$ cat config.mk
export PLATFORM = sky130hd
export DESIGN_NAME = if_prefetch
export DESIGN_NICKNAME = d
export VERILOG_FILES = /design/src/rtl/if_prefetch_pkg.sv /design/src/rtl/ifq_fifo.sv /design/src/rtl/if_prefetch.sv
export SDC_FILE = /design/constraint.sdc
export NUM_CORES = 1
export LEC_CHECK = 0
export ABC_CLOCK_PERIOD_IN_PS = 4800
export CORE_ASPECT_RATIO = 1.1
export CORE_UTILIZATION = 54
export DETAILED_ROUTE_END_ITERATION = 8
export GPL_ROUTABILITY_DRIVEN = 1
export HOLD_SLACK_MARGIN = 0.12
export PLACE_DENSITY = 0.81
export SLEW_MARGIN = 20
export SYNTH_ARGS = -nofsm -noshare
export SYNTH_HDL_FRONTEND = slang
export SYNTH_SLANG_ARGS = --single-unit
export TNS_END_PERCENT = 50
$ cat constraint.sdc
create_clock -name clk -period 4.8 [get_ports clk]
set_clock_uncertainty 0.1 [all_clocks]
set_input_delay 0.96 -clock clk [delete_from_list [all_inputs] [get_ports clk]]
set_output_delay 0.96 -clock clk [all_outputs]
set_load 0.01 [all_outputs]
$ cat src/rtl/if_prefetch_pkg.sv
// Shared types for the instruction-fetch prefetch stage: branch bus layout,
// queue entry layout and the alignment helper.
package if_prefetch_pkg;

  localparam int BR_WD  = 33;
  localparam int IFQ_WD = 65;

  typedef struct packed {
    logic        br_e;
    logic [31:0] br_addr;
  } br_bus_t;

  typedef struct packed {
    logic        adel;
    logic [31:0] pc;
    logic [31:0] inst;
  } ifq_entry_t;

  function automatic logic is_misaligned(input logic [31:0] pc);
    return pc[1:0] != 2'b00;
  endfunction

endpackage

$ cat src/rtl/ifq_fifo.sv
// Prefetch queue: DEPTH-entry circular buffer with synchronous clear and
// a registered occupancy count. Head data is read combinationally.
module ifq_fifo #(
  parameter int WIDTH = 65,
  parameter int DEPTH = 4
) (
  input  logic                     clk,
  input  logic                     rst,
  input  logic                     push,
  input  logic                     pop,
  input  logic                     clear,
  input  logic [WIDTH-1:0]         push_data,
  output logic [WIDTH-1:0]         head,
  output logic [$clog2(DEPTH):0]   count
);

  localparam int AW = $clog2(DEPTH);
  localparam int CW = AW + 1;

  logic [WIDTH-1:0] mem [DEPTH];
  logic [AW-1:0]    wr_ptr;
  logic [AW-1:0]    rd_ptr;

  // NOTE: the storage array has no reset; only the pointers and count do,
  // so stale words are never observable and the array maps onto plain RAM.
  always_ff @(posedge clk) begin
    if (push && !clear) begin
      mem[wr_ptr] <= push_data;
    end
  end

  // Power-of-two DEPTH lets the pointers wrap naturally.
  always_ff @(posedge clk or posedge rst) begin
    if (rst) begin
      wr_ptr <= '0;
      rd_ptr <= '0;
      count  <= '0;
    end else if (clear) begin
      wr_ptr <= '0;
      rd_ptr <= '0;
      count  <= '0;
    end else begin
      if (push) wr_ptr <= wr_ptr + AW'(1);
      if (pop)  rd_ptr <= rd_ptr + AW'(1);
      count <= count + CW'(push) - CW'(pop);
    end
  end

  assign head = mem[rd_ptr];

endmodule

$ cat src/rtl/if_prefetch.sv
// Instruction-fetch stage: issues sequential SRAM reads, queues returned
// words for ID, and discards everything on a flush or branch redirect.
module if_prefetch
  import if_prefetch_pkg::*;
#(
  parameter logic [31:0] RESET_PC = 32'hbfc0_0000,
  parameter int          DEPTH    = 4
) (
  input  logic              clk,
  input  logic              rst,
  input  logic              flush,
  input  logic [31:0]       new_pc,
  input  logic [BR_WD-1:0]  br_bus,
  input  logic              id_ready,
  output logic              if_to_id_valid,
  output logic [IFQ_WD-1:0] if_to_id_bus,
  output logic              inst_sram_en,
  output logic [3:0]        inst_sram_wen,
  output logic [31:0]       inst_sram_addr,
  output logic [31:0]       inst_sram_wdata,
  input  logic [31:0]       inst_sram_rdata
);

  localparam int CW = $clog2(DEPTH) + 1;
  localparam int OW = CW + 1;

  br_bus_t           br;
  logic [31:0]       fetch_pc;
  logic [31:0]       inflight_pc;
  logic              inflight;
  logic              halted;
  logic [CW-1:0]     count;
  logic [IFQ_WD-1:0] head;
  ifq_entry_t        push_data;
  logic              push;
  logic              pop;
  logic              redirect;
  logic              misaligned;
  logic [OW-1:0]     occ;
  logic              issue;
  logic              fetch_go;

  assign br = br_bus_t'(br_bus);

  // NOTE: every signal driven here gets a default first, so no path through
  // the block can leave one unassigned and infer a latch.
  always_comb begin
    redirect       = flush | br.br_e;
    misaligned     = is_misaligned(fetch_pc);
    if_to_id_valid = count != '0;
    pop            = if_to_id_valid & id_ready;
    // A misaligned pc never coexists with a pending read; it is counted as 0.
    occ            = {1'b0, count} - OW'(pop) + OW'(inflight & ~misaligned);
    issue          = !halted && !redirect && (occ < OW'(DEPTH));
    fetch_go       = issue && !misaligned;
    push           = 1'b0;
    push_data      = '0;
    if (!redirect) begin
      if (inflight) begin
        push      = 1'b1;
        push_data = '{adel: 1'b0, pc: inflight_pc, inst: inst_sram_rdata};
      end else if (issue && misaligned) begin
        push      = 1'b1;
        push_data = '{adel: 1'b1, pc: fetch_pc, inst: 32'h0};
      end
    end
  end

  // Reset holds the request low even though the state would allow an issue.
  assign inst_sram_en    = fetch_go & ~rst;
  assign inst_sram_addr  = fetch_pc;
  assign inst_sram_wen   = 4'h0;
  assign inst_sram_wdata = 32'h0;
  assign if_to_id_bus    = if_to_id_valid ? head : '0;

  // NOTE: sequential state uses non-blocking assignments so every flop
  // samples the pre-edge values regardless of statement order.
  always_ff @(posedge clk or posedge rst) begin
    if (rst) begin
      fetch_pc    <= RESET_PC;
      inflight    <= 1'b0;
      inflight_pc <= '0;
      halted      <= 1'b0;
    end else if (redirect) begin
      fetch_pc <= flush ? new_pc : br.br_addr;
      inflight <= 1'b0;
      halted   <= 1'b0;
    end else begin
      inflight <= fetch_go;
      if (fetch_go) begin
        inflight_pc <= fetch_pc;
        fetch_pc    <= fetch_pc + 32'd4;
      end
      if (issue && misaligned) begin
        halted <= 1'b1;
      end
    end
  end

  ifq_fifo #(
    .WIDTH(IFQ_WD),
    .DEPTH(DEPTH)
  ) u_fifo (
    .clk      (clk),
    .rst      (rst),
    .push     (push),
    .pop      (pop),
    .clear    (redirect),
    .push_data(push_data),
    .head     (head),
    .count    (count)
  );

endmodule

==> metrics.txt <==
status completed; vias in the first global route 9,388; Die ar. 28,000 um2; PD cells around 370 nW/um2; drc violations 0; mapped cell area about 15,000 um2; # nets final around 1,300; data required time at the worst endpoint 3.74 ns; Seq. cell area roughly 9700 um2; worst setup path class in -> out; Die Wd between 150 and 200 um; Synth cell types 56; pin count of the biggest net entering global routing 74; Area Overhead vs Synth 24.0%; Worst-path clk slew roughly 0.060 ns; Slew Limit Fails 0; asr flop ratio synth roughly 22%; CTS Sinks around 330; DRT Pass-1 Iters 5; CP max FO 3; unrepaired setup endpoints after global routing no; Top Ports 236; GRT overflow 0; f_max around 0.22 GHz; row cnt 63; Die Span Y ~180 um; area taken by multi-input logic gates approximately 4600 um2; htree depth 2; CP Capture Type output port; Setup Fix Bufs, Post-CTS 0; # diodes 0; Post-Route WL between 30,000 and 40,000 um; post-synth top area share 53.0%; number of flops mapped to enable cells by yosys between 200 and 300; # fillers between 1,500 and 2,000; sequential share of the synthesized area between 60% and 70%; Routed Antenna Nets 0; global-route wire length before repair 52,400 um; DR iter-0 viols between 700 and 800; Most used DFF post-synth edfxtp_1; TritonCTS Buffers 34; Clock Tree Buf Depth 3; Post-Synthesis Cells about 1,000; Final Cycle Share between 90% and 100%; Worst-Margin Slew 0.973 ns; Placer Congestion roughly 0.85; Final Util between 60% and 70%; synth warn 0; CP startpoint kind primary input; fin crit period 4.58 ns; Rel. slew slack approximately a third; gr usage total roughly a quarter; dominant cells by area after synthesis edfxtp_1 53%, dfrtp_1 11%, mux4_2 9.9%, and2_1 3.3%, nand2_1 2.8%; P_leak approximately 7.1 nW; drt wl/cell 21.2 um; initial antenna violation count 0; initial core utilization between 50% and 60%; crit path DAT approximately 3.5 ns; Max VDD drop approximately 0.23 mV; hold buffers post-CTS 0; DPL Wire Length between 20,000 and 25,000 um; clock root buffer clkbuf_16; CTS tree done; Core Region roughly 27,000 um2; via count about 9,300; Final setup viols 0; #FFs+latches synth 333; Max Cap Violations 0; cell taking the most area after synthesis edfxtp_1; setup TNS 0 ns; Min-Delay Path Class reg -> reg; final hold viol count 0; clock latency at the later pin of the worst-skew pair approximately 0.52 ns; Port-buffer cells just under 200; post_cts resized 0; Mapped Avg Cell Area 14.7 um2; share of layout cells above drive strength 1 14.4%; Via density 5.86
cell families after synthesis:
kind of cell / Yosys count / share of synthesized area (%)
DFF: 333 / 65.4
and+or+nand+nor: 332 / 12.1
buffers and inverters: 123 / 4.16
AOI/OAI and AO/OA: 114 / 5.83
muxes: 75 / 10.6
xor gates and xnor gates: 17 / 1.01
adders and majority gates: 10 / 0.900
other: 1 / 0.0254
worst max-delay path, stage by stage:
cell             delay [ns]
clkdlybuf4s50_1        0.53
and2_1                 0.20
ha_1                   0.22
inv_1                  0.06
ha_1                   0.19
or2_2                  0.31
o211ai_1               0.25
nand2_2                0.14
nor2_1                 0.12
clkdlybuf4s50_1        0.54
stage by stage:
| step | total power [mW] | cell area (um2) | worst slack, ns | std cells | hold slack, ns |
|---|---|---|---|---|---|
| after global placement | 4.01 | 17100 | 0.266 | 1524 | 0.359 |
| after CTS | 6.71 | 18300 | 0.218 | 1585 | 0.379 |
| final | 6.68 | 18300 | 0.220 | 1585 | 0.377 |
| after detailed placement | 4.04 | 17100 | 0.235 | 1524 | 0.364 |
| after global routing | 6.92 | 18300 | 0.134 | 1585 | 0.396 |
| after floorplan | 3.76 | 14900 | 0.282 | 1040 | 0.347 |
cells in the mapped netlist, drive strengths merged, types with 19 or more instances:
cell and count:
a21oi 19, dfrtp 64, nand4 21, edfxtp 260
a211oi 20, clkbuf 53, nand2 110, buf 55
a22o 32, and2 78, mux4 65, and3 50
placed cells by master (no fill, tap or decap), types with 5 or more instances in the layout:
| master | netlist | routed |
|---|---|---|
| a211oi_1 | 20 | 20 |
| a21oi_1 | 19 | 19 |
| a22o_1 | 32 | 32 |
| and2_1 | 78 | 74 |
| and3_1 | 50 | 50 |
| and4_1 | 7 | 7 |
| buf_12 | 0 | 5 |
| buf_4 | 36 | 31 |
| clkbuf_1 | 53 | 9 |
| clkbuf_16 | 0 | 38 |
| clkbuf_8 | 0 | 5 |
| clkdlybuf4s50_1 | 0 | 198 |
| conb_1 | 1 | 36 |
| dfrtp_1 | 64 | 62 |
| dfstp_2 | 9 | 9 |
| edfxtp_1 | 260 | 260 |
| ha_1 | 9 | 9 |
| inv_1 | 14 | 13 |
| mux2i_1 | 10 | 10 |
| mux4_2 | 65 | 65 |
| nand2_1 | 109 | 109 |
| nand3_1 | 12 | 12 |
| nand4_1 | 21 | 21 |
| nor2_1 | 16 | 15 |
| nor2b_1 | 13 | 12 |
| nor3_1 | 6 | 6 |
| o21a_1 | 5 | 5 |
| o21ai_0 | 11 | 11 |
| xor2_1 | 13 | 13 |
path summary, 6_finish.rpt:
check / slack, ns / endpoint / from / cells after the start
setup / recovery: 0.22 / inst_sram_en / id_ready / 10
max in group asynchronous: 2.87 / u_fifo.rd_ptr[0]$_DFFE_PP0P_ / rst / 3
hold / removal: 0.38 / inflight_pc[9]$_DFFE_PP0P_ / inflight_pc[9]$_DFFE_PP0P_ / 2
setup reg to reg: 0.96 / inst_sram_addr[14]$_DFFE_PP0P_ / u_fifo.count[1]$_DFF_PP0_ / 12
min in group asynchronous: 1.00 / inst_sram_addr[20]$_DFFE_PP0P_ / rst / 3
hold reg to reg: 0.38 / inflight_pc[9]$_DFFE_PP0P_ / inflight_pc[9]$_DFFE_PP0P_ / 2
sequential cells by signal (all words and copies together), names as in the netlist:
name            count
halted              1
u_fifo.wr_ptr       2
inst_sram_addr     32
inflight            1
u_fifo.count        3
u_fifo.rd_ptr       2
u_fifo.mem        260
inflight_pc        32
per-layer routing:
layer | GRT usage, % | wire length [um] | up-vias
li1 | - | - | 4130
met1 | 32.1 | 13600 | 4681
met2 | 42.7 | 17300 | 416
met3 | 3.97 | 2100 | 61
met4 | 6.17 | 615 | 0
met5 | 0 | 0 | -
report_power, final:
group	internal [mW]	leakage [nW]	switching (mW)	total, mW
sequential	3.26	3.66	0.132	3.39
clock	1.63	0.572	1.05	2.68
combinational	0.286	2.84	0.314	0.601
final cells by class:
| type | instances | share of cell area (%) |
|---|---|---|
| Sequential cell | 333 | 52.8 |
| Multi-Input combinational cell | 584 | 25.4 |
| Timing Repair Buffer | 235 | 12.7 |
| Clock buffer | 52 | 5.76 |
| Tap cell | 357 | 2.44 |
| Clock inverter | 9 | 0.630 |
| Inverter | 15 | 0.308 |
Note: power is estimated with default switching activity, not from simulation.
